### config.mk
export PLATFORM = sky130hd
export DESIGN_NAME = noc_output_arbiter
export DESIGN_NICKNAME = d
export VERILOG_FILES = /design/src/rtl/noc_output_arbiter.sv
export SDC_FILE = /design/constraint.sdc
export NUM_CORES = 1
export LEC_CHECK = 0
export BUFFER_PORTS_ARGS = -buffer_cell sky130_fd_sc_hd__buf_2
export CAP_MARGIN = 20
export CORE_AREA = 3 3 152 154
export CTS_CLUSTER_DIAMETER = 120
export DETAILED_ROUTE_END_ITERATION = 10
export DIE_AREA = 0 0 155 157
export PLACE_DENSITY = 0.46
export SYNTH_ARGS = -nofsm -noshare
export SYNTH_HDL_FRONTEND = slang
export SYNTH_SLANG_ARGS = --single-unit
### constraint.sdc
create_clock -name i_clk -period 2.3 [get_ports i_clk]
set_input_delay 0.115 -clock i_clk [delete_from_list [all_inputs] [get_ports i_clk]]
set_output_delay 0.115 -clock i_clk [all_outputs]
set_load 0.005 [all_outputs]
### src/rtl/noc_output_arbiter.sv
// noc_output_arbiter
//   Packet-level round-robin arbiter that merges N_PORTS input FIFOs onto one
//   output link. Once a head flit wins, the port keeps the output until its
//   tail flit is handed downstream. Flits pass through combinationally, so
//   nothing is buffered inside this block.
//
// Ports
//   i_clk        single clock, rising edge
//   i_arst_n     asynchronous active-low reset
//   i_data       N_PORTS x WIDTH flits, one from each input FIFO
//   i_valid      per-port flit valid
//   o_ready      per-port ready back to the input FIFO read ports
//   o_data       flit of the selected port
//   o_valid      output flit valid
//   i_ready      downstream ready
//   o_grant      one-hot packet owner, zero while idle
//   o_pkt_count  packets forwarded since reset, saturating at 16'hFFFF
//
// state | meaning
// ------+----------------------------------------------------------
// IDLE  | no owner; round-robin pick among valid ports from rr_ptr
// BUSY  | owner latched; only the owner's flits pass until its tail
module noc_output_arbiter #(
   parameter int WIDTH    = 73,
   parameter int N_PORTS  = 4,
   parameter int TAIL_BIT = 72
) (
   input  logic                             i_clk,
   input  logic                             i_arst_n,
   input  logic [N_PORTS-1:0][WIDTH-1:0]    i_data,
   input  logic [N_PORTS-1:0]               i_valid,
   output logic [N_PORTS-1:0]               o_ready,
   output logic [WIDTH-1:0]                 o_data,
   output logic                             o_valid,
   input  logic                             i_ready,
   output logic [N_PORTS-1:0]               o_grant,
   output logic [15:0]                      o_pkt_count
);

   localparam int PTR_W = $clog2(N_PORTS);

   typedef enum logic {
      IDLE = 1'b0,
      BUSY = 1'b1
   } state_t;

   state_t             state;
   logic [PTR_W-1:0]   rr_ptr;
   logic [PTR_W-1:0]   owner;
   logic [PTR_W-1:0]   winner;
   logic [PTR_W-1:0]   sel;
   logic [N_PORTS-1:0] grant_q;
   logic [15:0]        pkt_count;
   logic               hs;
   logic               tail;

   // Modulo add that stays correct for non-power-of-two port counts.
   function automatic logic [PTR_W-1:0] rr_add(input logic [PTR_W-1:0] base, input int k);
      int s;
      s = int'(base) + k;
      if (s >= N_PORTS) s = s - N_PORTS;
      return PTR_W'(s);
   endfunction

   // Scan from the farthest candidate back to rr_ptr so the last match,
   // i.e. the first valid port at or after rr_ptr, is the one kept.
   always_comb begin
      winner = rr_ptr;
      for (int k = N_PORTS - 1; k >= 0; k--) begin
         if (i_valid[rr_add(rr_ptr, k)]) winner = rr_add(rr_ptr, k);
      end
   end

   assign sel     = (state == BUSY) ? owner : winner;
   assign o_valid = (state == BUSY) ? i_valid[owner] : |i_valid;
   assign o_data  = i_data[sel];

   always_comb begin
      o_ready      = '0;
      o_ready[sel] = i_ready;
   end

   assign hs          = o_valid & i_ready;
   assign tail        = o_data[TAIL_BIT];
   assign o_grant     = grant_q;
   assign o_pkt_count = pkt_count;

   always_ff @(posedge i_clk or negedge i_arst_n) begin
      if (!i_arst_n) begin
         state     <= IDLE;
         rr_ptr    <= '0;
         owner     <= '0;
         grant_q   <= '0;
         pkt_count <= '0;
      end else begin
         case (state)
            IDLE: begin
               if (hs && tail) begin
                  rr_ptr <= rr_add(winner, 1);
                  if (pkt_count != 16'hFFFF) pkt_count <= pkt_count + 16'd1;
               end else if (o_valid) begin
                  // Lock the winner even without a handshake so the offered
                  // flit can never be swapped for another port's flit.
                  state   <= BUSY;
                  owner   <= winner;
                  grant_q <= N_PORTS'(1) << winner;
               end
            end
            BUSY: begin
               if (hs && tail) begin
                  state   <= IDLE;
                  rr_ptr  <= rr_add(owner, 1);
                  grant_q <= '0;
                  if (pkt_count != 16'hFFFF) pkt_count <= pkt_count + 16'd1;
               end
            end
            default: begin
               state   <= IDLE;
               grant_q <= '0;
            end
         endcase
      end
   end

endmodule
==> results of run 1 <==
[state kept, by name, summed over array words and instances (netlist names)]
name and count:
rr_ptr 2, o_pkt_count 16, state 1, owner 2, o_grant 4
[worst max-delay path: stages (launching register included)]
cell and delay (ps):
dfrtp_1 420, nor3b_2 170, o22a_1 230, buf_4 150, o22a_1 190, o31a_1 350, o32a_4 250, a31oi_4 220
clkbuf_16 210, nand4_1 100, xnor2_1 150
[report_power, final]
part / switching [uW] / leakage, uW / internal, uW
Sequential: 122 / 0.000328 / 554
Clock: 153 / 0.0000409 / 234
Combinational: 6070 / 0.00399 / 6780
Total: 6340 / 0.00435 / 7570
[Yosys cell counts (all sizes together) (2+ instances only)]
master	number	area [um^2]
a21o	2	15.0
a21oi	2	10.0
a31oi	75	484
a32o	2	20.0
and2	8	50.1
and3	80	500
buf	5	27.5
clkbuf	44	165
dfrtp	25	626
ha	5	62.6
inv	7	26.3
mux2	4	45.0
mux2i	3	30.0
nand2	295	1110
nand3	4	20.0
nand4	8	50.1
nor2	8	30.0
nor2b	3	18.8
o21ai	3	15.0
o22a	2	17.5
o22ai	3	18.8
o31a	2	17.5
o32a	2	32.5
or3	2	12.5
xnor2	14	123
[routing by layer]
| metal | track usage | routed length (um) |
|---|---|---|
| met1 | 0.244 | 10400 |
| met2 | 0.306 | 12500 |
| met3 | 0.0261 | 1990 |
| met4 | 0.0488 | 771 |
| met5 | 0 | 0 |
[layout make-up]
cell class	instances	area, um^2	area share
Clock inverter	1	5.00	0.000606
Tap cell	280	350	0.0424
Timing Repair Buffer	513	3600	0.436
Inverter	7	41.3	0.00500
Multi-Input combinational cell	539	3560	0.431
Clock buffer	3	75.1	0.00909
Antenna cell	1	2.50	0.000303
Sequential cell	25	626	0.0757
[kinds of logic (layout without fill, tap and decap cells)]
kind of cell               after synthesis  in the layout
AOI/OAI and AO/OA                       99             99
adders and majority gates                5              5
DFF                                     25             25
xor gates and xnor gates                15             15
and+or+nand+nor                        413            413
muxes                                    7              7
buffers and inverters                   56            524
other                                    0              1
[repair_timing]
| item | 4_1_cts | 5_1_grt |
|---|---|---|
| gates cloned | 11 | 5 |
| setup endpoints to repair | 99 | 101 |
| gates resized for setup | 103 | 110 |
| setup buffers | 22 | 13 |
| hold endpoints to repair | 25 | 0 |
| pin swaps | 53 | 42 |
| hold buffers | 1 | 0 |
[cell usage in the layout, fill, tap and decap left out, types with 3 or more instances in the layout]
master,Yosys,layout
xnor2_1,14,11
and2_1,7,6
bufbuf_16,0,3
nor2b_1,3,3
buf_4,0,51
and3_1,80,44
a31oi_1,74,52
mux2i_1,3,3
xnor2_2,0,3
buf_16,0,8
buf_6,1,32
nand4_1,8,8
ha_1,5,3
buf_12,0,21
a31oi_4,1,20
a31oi_2,0,3
clkbuf_16,0,8
buf_2,1,390
inv_1,5,5
and3_4,0,36
nand2_1,295,254
nor2_1,8,6
mux2_4,0,3
nand2_2,0,35
nand2_4,0,6
dfrtp_1,25,25
[stage by stage]
stage	setup TNS [ps]	instance area [um^2]
6_report	-16120	8260
5_1_grt	-30640	8260
4_1_cts	-13320	7470
3_5_place_dp	-3090	6470
3_3_place_gp	-2370	6470
2_1_floorplan	0	3620
[how the worst max path moves through the flow]
stage                                from                     endpoint  slack (ps)  cells past startpoint
finish              rr_ptr[1]$_DFFE_PN0P_  o_pkt_count[12]$_DFFE_PN0P_        -250                     10
global route        rr_ptr[0]$_DFFE_PN0P_                   o_data[41]        -400                     11
CTS                 rr_ptr[1]$_DFFE_PN0P_                   o_data[46]        -210                     11
detailed placement  rr_ptr[1]$_DFFE_PN0P_       o_grant[0]$_DFFE_PN0P_        -200                      9
global placement    rr_ptr[1]$_DFFE_PN0P_       o_grant[0]$_DFFE_PN0P_        -170                      9
floorplan           rr_ptr[1]$_DFFE_PN0P_   o_pkt_count[8]$_DFFE_PN0P_          10                      9
==> impl_metrics.json, run 1 <==
{
  "status": "finished with violations",
  "violations": "negative setup slack",
  "dieHeight_um": 157,
  "fin_worst_skew_ps": 2.72,
  "drc_errors": 0,
  "hold_violations": 0,
  "reg2regPathDepth": 10,
  "syn_to_final_growth_pct": 128,
  "rsz0062_at_grt": "yes",
  "clkTransAtPathRegs_ps": 60,
  "critPathMaxFanout": 8,
  "h-tree-depth": 1,
  "root_buffer": "clkbuf_16",
  "cts_num_sinks": 25,
  "place_congestion": 0.884,
  "clockBufferDepth": 2,
  "final_util": 0.379,
  "drive_gt1_frac": 0.589,
  "critPathRequiredTime_ps": 2440,
  "wl_mm": 25.6,
  "total_power_uw": 13900,
  "whs_ps": 367,
  "dieArea_um2": 24300,
  "max_freq_ghz": 0.392,
  "yosysWarnings": 0,
  "max-cap-violations": 0,
  "min_from": "i_ready",
  "ys_seq_area_frac": 0.173,
  "start_kind": "flop",
  "dp_cells": 1318,
  "num_io_pins": 397,
  "synth_compound_area_frac": 0.189,
  "synthMuxAreaShare": 0.0208,
  "cts_tree": "done",
  "clk_latency_ps": 260,
  "hp-class": "in2reg",
  "synth_edf_count": 0,
  "syn_inst": 620,
  "max_slew.worst_pin.slew_ps": 579,
  "cp_data_arrival_time_ps": 2700,
  "port_buffers": 396,
  "period_share": 1.11,
  "numCtsBuffers": 3,
  "fin_nets": 1393,
  "synth-adder-area-share": 0.0173,
  "start_util": 0.166,
  "grt_max_degree": 32,
  "drtIter0Drc": 334,
  "syn_nets": 924,
  "fp.dieW_um": 155,
  "slew_headroom": 0.614,
  "synth_xor_area_frac": 0.0363,
  "fillers": 2368,
  "wl_per_cell_um": 18.7,
  "p_leak_uw": 0.00435,
  "rows": 54,
  "synth_area_um2": 3620,
  "grt_first_pass_wirelength_mm": 35.2,
  "cellPowerDensity_nw_per_um2": 1680,
  "synth_flop_cell": "dfrtp_1",
  "grt_pass1_vias": 6108,
  "grt_overflow": 0,
  "post-place-ws_ps": -201,
  "hold_end": "owner[0]$_DFFE_PN0P_",
  "avgSynthCellArea_um2": 5.83,
  "drtPass1Iterations": 5,
  "postRouteAntennaNets": 0,
  "cp-end-kind": "flop",
  "core_area_um2": 21800,
  "min_period_ps": 2550,
  "drv_slew": 0,
  "finalWorstSetupSlack_ps": -252,
  "layoutNonFillerInstCount": 1369,
  "avgViaCountPerCell": 4.70,
  "worst-setup-path-type": "reg2reg",
  "r2r_end": "o_pkt_count[12]$_DFFE_PN0P_",
  "vdd_drop_max_mv": 0.577,
  "dr_total_vias": 6430,
  "ys_types": 45,
  "synth_top_family_by_area": "simple AND/OR/NAND/NOR gates",
  "synth-simple-area-share": 0.503,
  "finalSetupViolCount": 99,
  "whs_path_depth": 3,
  "regToRegStartpoint": "rr_ptr[1]$_DFFE_PN0P_",
  "hpwl_mm": 18.5,
  "r2r_slack_ps": -250,
  "ys_ff_latch": 25,
  "grtUsageTotal": 0.182,
  "postSynth.asyncResetShare": 1.00,
  "antenna_found_initial": 2
}
Note: power is estimated with default switching activity, not from simulation.
==> run 2, diff against run 1 <==
Settings changed: BUFFER_PORTS_ARGS -buffer_cell sky130_fd_sc_hd__buf_2 to unset, CORE_AREA 3 3 152 154 to 3 3 155 157, DIE_AREA 0 0 155 157 to 0 0 158 160, DONT_BUFFER_PORTS set to 1, PLACE_DENSITY 0.46 to 0.3.
==> run 2 against run 1 <==
Against the previous run: the run still ends with negative setup slack left; count of clock-buffer cells in the layout rose by 1; sequential power rose by 3.1%; critical path depth decreased by 2; fmax increased by 0.69%; clock skew shrank 0.85 ps; hold slack worse by 200 ps; sequential cell count is the same; sequential share of layout area increased by 0.98 points; core utilization fell by 5.6 points; final cell count is 28% lower.
==> impl_metrics.json, run 2 (synthesized netlist as in run 1, its figures left out) <==
{
  "r2r_end": "o_pkt_count[1]$_DFFE_PN0P_",
  "cp-end-kind": "flop",
  "finalWorstSetupSlack_ps": -235,
  "clk_latency_ps": 260,
  "start_kind": "flop",
  "min_from": "i_ready",
  "drtPass1Iterations": 5,
  "grt_max_degree": 32,
  "p_leak_uw": 0.00292,
  "dieArea_um2": 25300,
  "worst-setup-path-type": "reg2reg",
  "r2r_slack_ps": -230,
  "numCtsBuffers": 3,
  "postRouteAntennaNets": 0,
  "grt_overflow": 0,
  "clkTransAtPathRegs_ps": 60,
  "min_period_ps": 2530,
  "fillers": 2336,
  "clockBufferDepth": 2,
  "fin_worst_skew_ps": 1.87,
  "avgViaCountPerCell": 5.32,
  "cts_num_sinks": 25,
  "dieHeight_um": 160,
  "critPathMaxFanout": 8,
  "violations": "negative setup slack",
  "fin_nets": 1004,
  "drtIter0Drc": 363,
  "final_common_cell": "nand2_1",
  "wl_per_cell_um": 25.3,
  "total_power_uw": 15400,
  "hold_violations": 0,
  "max_slew.worst_pin.slew_ps": 359,
  "h-tree-depth": 1,
  "cellPowerDensity_nw_per_um2": 2100,
  "root_buffer": "clkbuf_16",
  "port_buffers": 0,
  "critPathRequiredTime_ps": 2440,
  "core_area_um2": 22600,
  "post-place-ws_ps": -276,
  "antenna_found_initial": 3,
  "wl_mm": 25.0,
  "regToRegStartpoint": "rr_ptr[1]$_DFFE_PN0P_",
  "syn_to_final_growth_pct": 102,
  "grt_first_pass_wirelength_mm": 32.1,
  "rows": 55,
  "drv_slew": 0,
  "drc_errors": 0,
  "grtUsageTotal": 0.166,
  "max-cap-violations": 0,
  "vdd_drop_max_mv": 0.669,
  "largest_reg_flops": 16,
  "place_congestion": 0.879,
  "whs_path_depth": 2,
  "period_share": 1.10,
  "mostFrequentLayoutCells": "239 x nand2_1, 65 x and3_4, 63 x a31oi_4",
  "reg2regPathDepth": 8,
  "fp.dieW_um": 158,
  "grt_pass1_vias": 5150,
  "cts_tree": "done",
  "status": "finished with violations",
  "start_util": 0.160,
  "hpwl_mm": 16.8,
  "hp-class": "in2reg",
  "finalSetupViolCount": 98,
  "drive_gt1_frac": 0.486,
  "hold_end": "owner[1]$_DFFE_PN0P_",
  "rsz0062_at_grt": "yes",
  "slew_headroom": 0.759,
  "max_freq_ghz": 0.395,
  "num_io_pins": 397,
  "dr_total_vias": 5250,
  "cp_data_arrival_time_ps": 2680
}
## run 2: cell types whose count changed in the layout (fill, tap and decap cells not counted), moves of 4 or more
cell	change
and3_4	+29
buf_12	-4
and3_1	-29
buf_2	-390
buf_8	+4
a31oi_4	+43
nand2_2	+9
buf_16	+4
buf_4	-9
a31oi_1	-46
nand2_1	-15
nand2_4	+6
## run 2: report_power, final
part | internal [uW] | leakage (uW) | switching [uW]
logic | 7360 | 0.00256 | 6920
registers | 554 | 0.000328 | 143
clock network | 237 | 0.0000382 | 150
## run 2: through the flow
step	hold slack [ps]	utilization	instances	instance area, um^2	setup TNS (ps)
after global placement	-180	0.194	917	4380	-3270
final	162	0.323	986	7310	-11230
after CTS	161	0.279	967	6320	-11170
after floorplan	-181	-	620	3620	0
after global routing	157	0.323	985	7310	-25160
after detailed placement	-180	0.194	917	4380	-5660
## run 2: cell type report
class                           count  area, um^2  share of cell area
Clock buffer                        4        78.8              0.0108
Inverter                            7        41.3             0.00565
Multi-Input combinational cell    539        4410               0.603
Antenna cell                        2        5.00            0.000684
Sequential cell                    25         626              0.0856
Timing Repair Buffer              124        1790               0.245
Tap cell                          285         357              0.0488
## run 2: how the worst max path moves through the flow
stage,start,end,depth (start not counted)
3_3_place_gp,rr_ptr[1]$_DFFE_PN0P_,o_data[66],11
4_1_cts,rr_ptr[1]$_DFFE_PN0P_,o_data[54],12
2_1_floorplan,rr_ptr[1]$_DFFE_PN0P_,o_pkt_count[8]$_DFFE_PN0P_,9
6_report,rr_ptr[1]$_DFFE_PN0P_,o_pkt_count[1]$_DFFE_PN0P_,8
5_1_grt,rr_ptr[1]$_DFFE_PN0P_,o_pkt_count[9]$_DFFE_PN0P_,10
3_5_place_dp,rr_ptr[1]$_DFFE_PN0P_,o_data[66],11
## run 2: worst max-delay path, cell delays in order (launching register included)
cell and delay (ps):
dfrtp_1 430, buf_6 140, o32a_1 370, a41o_4 260, nor2b_4 150, o32a_4 400
a31oi_4 220, buf_12 160, mux2_4 290
## run 2: what timing repair did
| action | 4_1_cts | 5_1_grt |
|---|---|---|
| cloned | 16 | 7 |
| hold endpoints to repair | 25 | 0 |
| endpoints found under the setup margin | 98 | 102 |
| pin swaps | 52 | 54 |
| buffers inserted | 30 | 16 |
| resized for setup | 212 | 156 |
| hold buffers | 2 | 0 |
## run 2: metal layers
layer	part of all wire	global-route usage	wire length, um
met4	0.025	0.0325	623
met1	0.39	0.196	9650
met2	0.48	0.293	12100
met3	0.10	0.0556	2600
met5	0.00068	0	17
